### config.mk
export PLATFORM = sky130hd
export DESIGN_NAME = conv_lut_stream
export DESIGN_NICKNAME = d
export VERILOG_FILES = /design/src/rtl/conv_lut_stream.sv
export SDC_FILE = /design/constraint.sdc
export NUM_CORES = 1
export LEC_CHECK = 0
export ABC_CLOCK_PERIOD_IN_PS = 5200
export CAP_MARGIN = 10
export CORE_UTILIZATION = 55
export CTS_BUF_LIST = sky130_fd_sc_hd__clkbuf_4 sky130_fd_sc_hd__clkbuf_8
export CTS_CLUSTER_SIZE = 25
export DETAILED_ROUTE_END_ITERATION = 6
export MAX_ROUTING_LAYER = met4
export PLACE_DENSITY = 0.74
export SYNTH_ARGS = -nofsm -noshare
export SYNTH_HDL_FRONTEND = slang
export SYNTH_SLANG_ARGS = --single-unit
### constraint.sdc
create_clock -name aclk -period 5.2 [get_ports aclk]
set_clock_uncertainty 0.1 [all_clocks]
set_input_delay 1.04 -clock aclk [delete_from_list [all_inputs] [get_ports aclk]]
set_output_delay 1.04 -clock aclk [all_outputs]
set_load 0.03 [all_outputs]
### src/rtl/conv_lut_stream.sv
// conv_lut_stream: turns an address stream into LUT lookups and queues the
// in-order responses (or zero-extended bypass data) in a credit-guarded FIFO.
module conv_lut_stream #(
    parameter int IN_W  = 8,
    parameter int OUT_W = 16,
    parameter int DEPTH = 16,
    parameter int CNT_W = $clog2(DEPTH) + 1
) (
    input  logic             aclk,
    input  logic             reset_p,
    input  logic             cfg_bypass,
    input  logic [IN_W-1:0]  in_tdata,
    input  logic             in_tlast,
    input  logic             in_tvalid,
    output logic             in_tready,
    output logic [IN_W-1:0]  rd_addr,
    output logic             rd_read,
    input  logic [OUT_W-1:0] rd_data,
    input  logic             rd_valid,
    output logic [OUT_W-1:0] out_tdata,
    output logic             out_tlast,
    output logic             out_tvalid,
    input  logic             out_tready,
    output logic [CNT_W-1:0] stat_level,
    output logic             err_unexp
);
    localparam int AW = $clog2(DEPTH);
    localparam int EW = OUT_W + 1;

    logic             r_mode;
    logic [CNT_W-1:0] r_outstanding;
    logic [CNT_W-1:0] r_level;
    logic [AW-1:0]    r_tag_wp;
    logic [AW-1:0]    r_tag_rp;
    logic [DEPTH-1:0] r_tag;
    logic [AW-1:0]    r_wp;
    logic [AW-1:0]    r_rp;
    logic [EW-1:0]    r_mem [DEPTH];
    logic             r_err;

    logic [CNT_W:0]   w_credit;
    logic             w_mode_ok;
    logic             w_ready;
    logic             w_accept;
    logic             w_req;
    logic             w_has_out;
    logic             w_rsp;
    logic             w_bad;
    logic             w_push;
    logic             w_pop;
    logic             w_nempty;
    logic [EW-1:0]    w_wdata;
    logic [EW-1:0]    w_head;

    // Credit counts both queued entries and lookups still in flight, so
    // every response already has a FIFO slot reserved for it.
    assign w_credit  = {1'b0, r_outstanding} + {1'b0, r_level};
    assign w_mode_ok = (cfg_bypass == r_mode);
    assign w_ready   = (w_credit < (CNT_W+1)'(DEPTH)) && w_mode_ok;
    assign w_accept  = in_tvalid & w_ready;
    assign w_req     = w_accept & ~r_mode;
    assign w_has_out = (r_outstanding != '0);
    assign w_rsp     = rd_valid & w_has_out;
    assign w_bad     = rd_valid & ~w_has_out;
    assign w_push    = r_mode ? w_accept : w_rsp;
    assign w_wdata   = r_mode ? {in_tlast, OUT_W'(in_tdata)}
                              : {r_tag[r_tag_rp], rd_data};
    assign w_nempty  = (r_level != '0);
    assign w_pop     = w_nempty & out_tready;
    assign w_head    = r_mem[r_rp];

    assign in_tready  = w_ready;
    assign rd_addr    = in_tdata;
    assign rd_read    = w_req;
    assign out_tvalid = w_nempty;
    assign out_tdata  = w_nempty ? w_head[OUT_W-1:0] : '0;
    assign out_tlast  = w_nempty & w_head[OUT_W];
    assign stat_level = r_level;
    assign err_unexp  = r_err;

    // Mode only switches once every issued lookup has come back.
    always_ff @(posedge aclk or posedge reset_p) begin
        if (reset_p) begin
            r_mode <= 1'b0;
        end else if (!w_has_out) begin
            r_mode <= cfg_bypass;
        end
    end

    // Outstanding-lookup counter; request and response together cancel.
    always_ff @(posedge aclk or posedge reset_p) begin
        if (reset_p) begin
            r_outstanding <= '0;
        end else if (w_req && !w_rsp) begin
            r_outstanding <= r_outstanding + CNT_W'(1);
        end else if (!w_req && w_rsp) begin
            r_outstanding <= r_outstanding - CNT_W'(1);
        end
    end

    // Tag queue pointers: push TLAST on request, pop on response.
    always_ff @(posedge aclk or posedge reset_p) begin
        if (reset_p) begin
            r_tag_wp <= '0;
            r_tag_rp <= '0;
        end else begin
            if (w_req) r_tag_wp <= r_tag_wp + AW'(1);
            if (w_rsp) r_tag_rp <= r_tag_rp + AW'(1);
        end
    end

    // Tag storage holds the TLAST of each lookup still in flight.
    always_ff @(posedge aclk) begin
        if (w_req) r_tag[r_tag_wp] <= in_tlast;
    end

    // Output FIFO pointers and occupancy.
    always_ff @(posedge aclk or posedge reset_p) begin
        if (reset_p) begin
            r_wp    <= '0;
            r_rp    <= '0;
            r_level <= '0;
        end else begin
            if (w_push) r_wp <= r_wp + AW'(1);
            if (w_pop)  r_rp <= r_rp + AW'(1);
            if (w_push && !w_pop) begin
                r_level <= r_level + CNT_W'(1);
            end else if (!w_push && w_pop) begin
                r_level <= r_level - CNT_W'(1);
            end
        end
    end

    // Output FIFO storage; head is read straight from the registered array.
    always_ff @(posedge aclk) begin
        if (w_push) r_mem[r_wp] <= w_wdata;
    end

    // Sticky flag for a response that matches no request.
    always_ff @(posedge aclk or posedge reset_p) begin
        if (reset_p) begin
            r_err <= 1'b0;
        end else if (w_bad) begin
            r_err <= 1'b1;
        end
    end
endmodule

Word level (Yosys, flattened, before mapping)
Memories as Yosys holds them, arrays and structs flattened.
Cells that the tools add are included.
{"block": "totals", "reg_bits": 44, "latch_bits": 0, "ram_bits": 272, "mem_bits_ro": 0, "input_bits": 31, "out_inout_bits": 34, "elab_cells": 60, "n_memories": 1}
{"block": "op_classes", "add_sub_neg": 9, "multipliers": 0, "div_mod_pow": 0, "n_lt_le_gt_ge": 4, "eq_ne": 1, "shifts": 0, "n_mux": 14, "bitwise": 8, "reduce_logical": 14}
{"name": "r_mem", "words": 16, "width": 17, "rd": 1, "rd_clocked_by_memory_dff": 0, "write_ports": 1, "line_no": "38", "rtl": "logic [EW-1:0] r_mem [DEPTH];"}
{"op": "$mux W5", "count": 4}
{"op": "$mux W17", "count": 1}
{"op": "$add A4 B1 Y4 const B", "count": 4}
{"op": "$bwmux W16", "count": 1}
{"op": "$mux W16", "count": 1}
{"op": "$add A5 B1 Y5 const B", "count": 2}
{"op": "$lt A4 B5 Y1 const B", "count": 2}
{"op": "$reduce_bool A5 Y1", "count": 2}
{"op": "$sub A5 B1 Y5 const B", "count": 2}
{"op": "$add A5 B5 Y6", "count": 1}
{"op": "$and A1 B1 Y1", "count": 6}
{"op": "$logic_and A1 B1 Y1", "count": 6}
{"op": "$lt A6 B5 Y1 const B", "count": 1}
{"op": "$mux W1", "count": 5}
{"op": "$bmux W1 S4", "count": 1}
{"op": "$demux W1 S4", "count": 1}
{"op": "$ge A4 B1 Y1 const B", "count": 1}
{"op": "$logic_not A1 Y1", "count": 4}
{"op": "$reduce_bool A2 Y1", "count": 2}
{"op": "$not A1 Y1", "count": 2}
{"op": "$eq A1 B1 Y1", "count": 1}

Depth between registers and ports, before layout
{"block": "logic_depth", "ltp_word": 9, "ltp_mapped": 14, "mapped_depth_nobuf": 12}

Least setup slack after synthesis
OpenSTA, ideal clock, no wires.
{"block": "synth_path", "path_type": "input -> register", "start": "input port in_tvalid", "end": "memory r_mem[3][0] (netlist bit), enable pin", "t_arrival_ns": 3.459, "required_ns": 4.659, "slack_ns": 1.200, "cell_stages": 5, "cell_sequence": "and3_1 > nand2_1 > o22a_1 > buf_6 > nor4b_1"}
{"block": "synth_via", "elab_chain_len": 4}
{"element": "start, declared", "line_no": "14", "rtl": "input logic in_tvalid,"}
{"element": "$and A1 B1 Y1", "line_no": "60", "rtl": "assign w_accept = in_tvalid & w_ready;"}
{"element": "$mux W1", "line_no": "65", "rtl": "assign w_push = r_mode ? w_accept : w_rsp;"}
{"element": "$mux W1", "line_no": "136", "rtl": "if (w_push) r_mem[r_wp] <= w_wdata;"}
{"element": "$mux W1 (not written as such)", "line_no": "136"}
{"element": "end, declared", "line_no": "38"}
Every way passes these cells.

Final worst setup path
{"block": "layout_path", "start": "register r_level[0], in the netlist stat_level[0]", "end": "output port out_tdata[14]"}
{"block": "layout_via", "elab_chain_len": 2}
{"element": "start, declared", "line_no": "32", "rtl": "logic [CNT_W-1:0] r_level;"}
{"element": "start signal, assigned", "line_no": "127", "rtl": "r_level <= r_level + CNT_W'(1);"}
{"element": "start signal, assigned", "line_no": "129", "rtl": "r_level <= r_level - CNT_W'(1);"}
{"element": "$reduce_bool A5 Y1", "line_no": "68", "rtl": "assign w_nempty = (r_level != '0);"}
{"element": "$mux W16", "line_no": "76", "rtl": "assign out_tdata = w_nempty ? w_head[OUT_W-1:0] : '0;"}
{"element": "end, declared", "line_no": "20", "rtl": "output logic [OUT_W-1:0] out_tdata,"}
Every way passes these cells.

==> metrics <==
ys async rst share=8.86%; status=finished clean; area share of fa/ha/maj cells after synthesis=2.42%; Synth Net Count=721; setup TNS=0 ns; GRT overflow=0; H-tree levels=2; Least-Margin Pin Slew=1.01 ns; multi-input logic area=3530 sq um; vias in the first global route=6990; Req. time, crit path=4.06 ns; Hold Fails Final Rpt=0; fin area=15200 sq um; Setup Crit Path Kind=flip-flop to primary output; post-CTS sizing=0; Seq cells post-synth=316; Max Cap Violations=0; Max Clk Rate=0.236 GHz; post-place setup slack=1.21 ns; vias=6648; Tcrit/Tclk final=81.4%; total power=8.88 mW; first-pass GRT wire length=40400 um; core area=22900 sq um; Clock Sinks=316; PwrDens=583 nW/um^2; CTS Buf Count=48; register area=9360 sq um; Final Instance Count excl. Fillers=1122; Hold WS=0.375 ns; DRT Wirelength=26200 um; Clock Tree Root=clkbuf_8; top_reg_cell synth=edfxtp_1; P&R area growth vs syn=16.8%; relative max-transition margin=32.5%; Filler Cells Inserted=1510; sequential area share after synthesis=71.7%; slowest CP cell=nand2_1; via density per instance=5.93; Max FO, Critical Path=17; CTS tree=built; die area=24300 sq um; crit-path max cell delay=0.71 ns; initial antenna violation count=0; crit path time final=4.23 ns; multiplexer share of the synthesized area=16.6%; Synth cell types=41; Synth Area in Compound Gates=2.09%; post-synthesis cell area=13000 sq um; Antenna Cells=0; CP Capture Type=primary output; final core occ=66.4%; setup repair bufs after CTS=0; RePlAce Congestion=0.839; max-slew violations=0; initial core utilization=56.9%; class of the worst hold path=flip-flop to flip-flop; number of iterations in the first detailed-routing pass=4; Leak=5.24 nW; row count=55; Critical Path AT=3.09 ns; nature of the critical path startpoint=flip-flop; GRT Util Overall=23.6%; synthesized instance count=666; cts hold-fix bufs=0; placed instance count=1034; share of cells above drive strength 1=26.6%; Placed Area=14200 sq um; Synth top area share=66.4%; DRC=0; Warnings, synthesis=0; final setup vio count=0; Synth area leader=edfxtp_1; Peak VDD IR=477 uV; final worst setup slack=0.966 ns; largest family of logic cells by synthesized area=multiplexers; Post-synth EDFFs=288; clock latency on the worst-skew pair=0.55 ns; RSZ-0062 raised after global routing=no; post-DP HPWL=15500 um; Port Buffers=64; Synth Area in Simple Gates=3.85%; most common cell in the netlist=edfxtp_1; most frequent CP cell=nand2_1; nets@finish=827; post-route ant nets=0; xor/xnor share of the synthesized area=1.41%; CTS Buffer Depth=3; DRT iter0 DRCs=579; CTS clk-pin slew, worst paths=0.06 ns; pin count of the biggest net entering global routing=46; average cell area after synthesis=19.6 sq um; DR WL/cell=23.3 um; die width=156 um; io pins=65; most frequent cells after synthesis=edfxtp_1, mux4_2, mux2i_1; crit-path cells=nor3_1, nand2_1, nand2_1, o22ai_1, clkdlybuf4s50_1; Area contributors post-synth=edfxtp_1, mux4_2, dfrtp_1, mux2i_1, ha_1; Die Height=156 um
## worst max-delay path: cells and delay by family (launching register included)
family	cells	cell delay (ns)
flops	1	0.47
simple gates	3	1.16
compound gates	1	0.22
buf+inv	1	0.68
## per-layer routing
layer  GRT usage, %  vias to the layer above  part of all wire (%)
met3           4.61                       37                   6.1
met5              -                        -                     0
li1               -                     2906                     -
met2           38.8                      220                    52
met4           6.35                        0                   1.4
met1           30.5                     3485                    41
## worst paths after layout
check                                 start       endpoint  slack (ns)  cells past startpoint
max                           stat_level[0]  out_tdata[14]        0.97                      5
min                               err_unexp      err_unexp        0.37                      1
max reg2reg                r_outstanding[2]  stat_level[4]        1.48                     13
min reg2reg                       err_unexp      err_unexp        0.37                      1
max in group asynchronous           reset_p        r_rp[0]        3.71                      3
min in group asynchronous           reset_p        r_wp[2]        0.76                      2
## cells by family after synthesis
group,count (synthesis)
flip-flops,316
multiplexers,124
AND/OR/NAND/NOR,89
buffers and inverters,51
AO/OA/AOI/OAI,41
adder cells (fa/ha/maj),24
XOR/XNOR,21
## final cells by class
type                       instances  share of cell area [%]
clock buffer                      63                    5.20
clock inverter                    24                    1.27
inverter                          10                   0.247
multi-input combinational        299                    23.2
sequential                       316                    61.5
tap                              313                    2.57
timing repair buffer              97                    6.05
## power breakdown
group / internal [mW] / total [mW] / switching (mW)
combinational: 1.45 / 3.22 / 1.76
clock: 1.15 / 2.06 / 0.915
sequential: 3.28 / 3.60 / 0.318
total: 5.88 / 8.88 / 3.00
## sequential cells by signal (all words and copies together), names as in the netlist
signal         cells
err_unexp          1
r_rp               4
r_tag_wp           4
r_wp               4
r_mem            272
r_outstanding      5
r_tag             16
stat_level         5
r_tag_rp           4
r_mode             1
## cell usage in the layout, fill, tap and decap left out, drive strengths merged, types with 3 or more instances in the layout
cell | synthesis | routed
a21o | 6 | 6
a21oi | 5 | 5
and3 | 18 | 18
buf | 23 | 33
bufinv | 0 | 3
clkbuf | 18 | 63
clkdlybuf4s50 | 0 | 64
clkinv | 0 | 17
dfrtp | 28 | 28
edfxtp | 288 | 288
ha | 22 | 22
inv | 10 | 12
mux2 | 15 | 15
mux2i | 37 | 37
mux4 | 72 | 72
nand2 | 15 | 15
nand3 | 6 | 6
nor2 | 11 | 11
nor2b | 11 | 11
nor3 | 12 | 12
nor3b | 5 | 5
nor4b | 5 | 5
o21ai | 7 | 7
o22ai | 17 | 17
xnor2 | 11 | 11
xor2 | 10 | 10
Note: power is estimated with default switching activity, not from simulation.
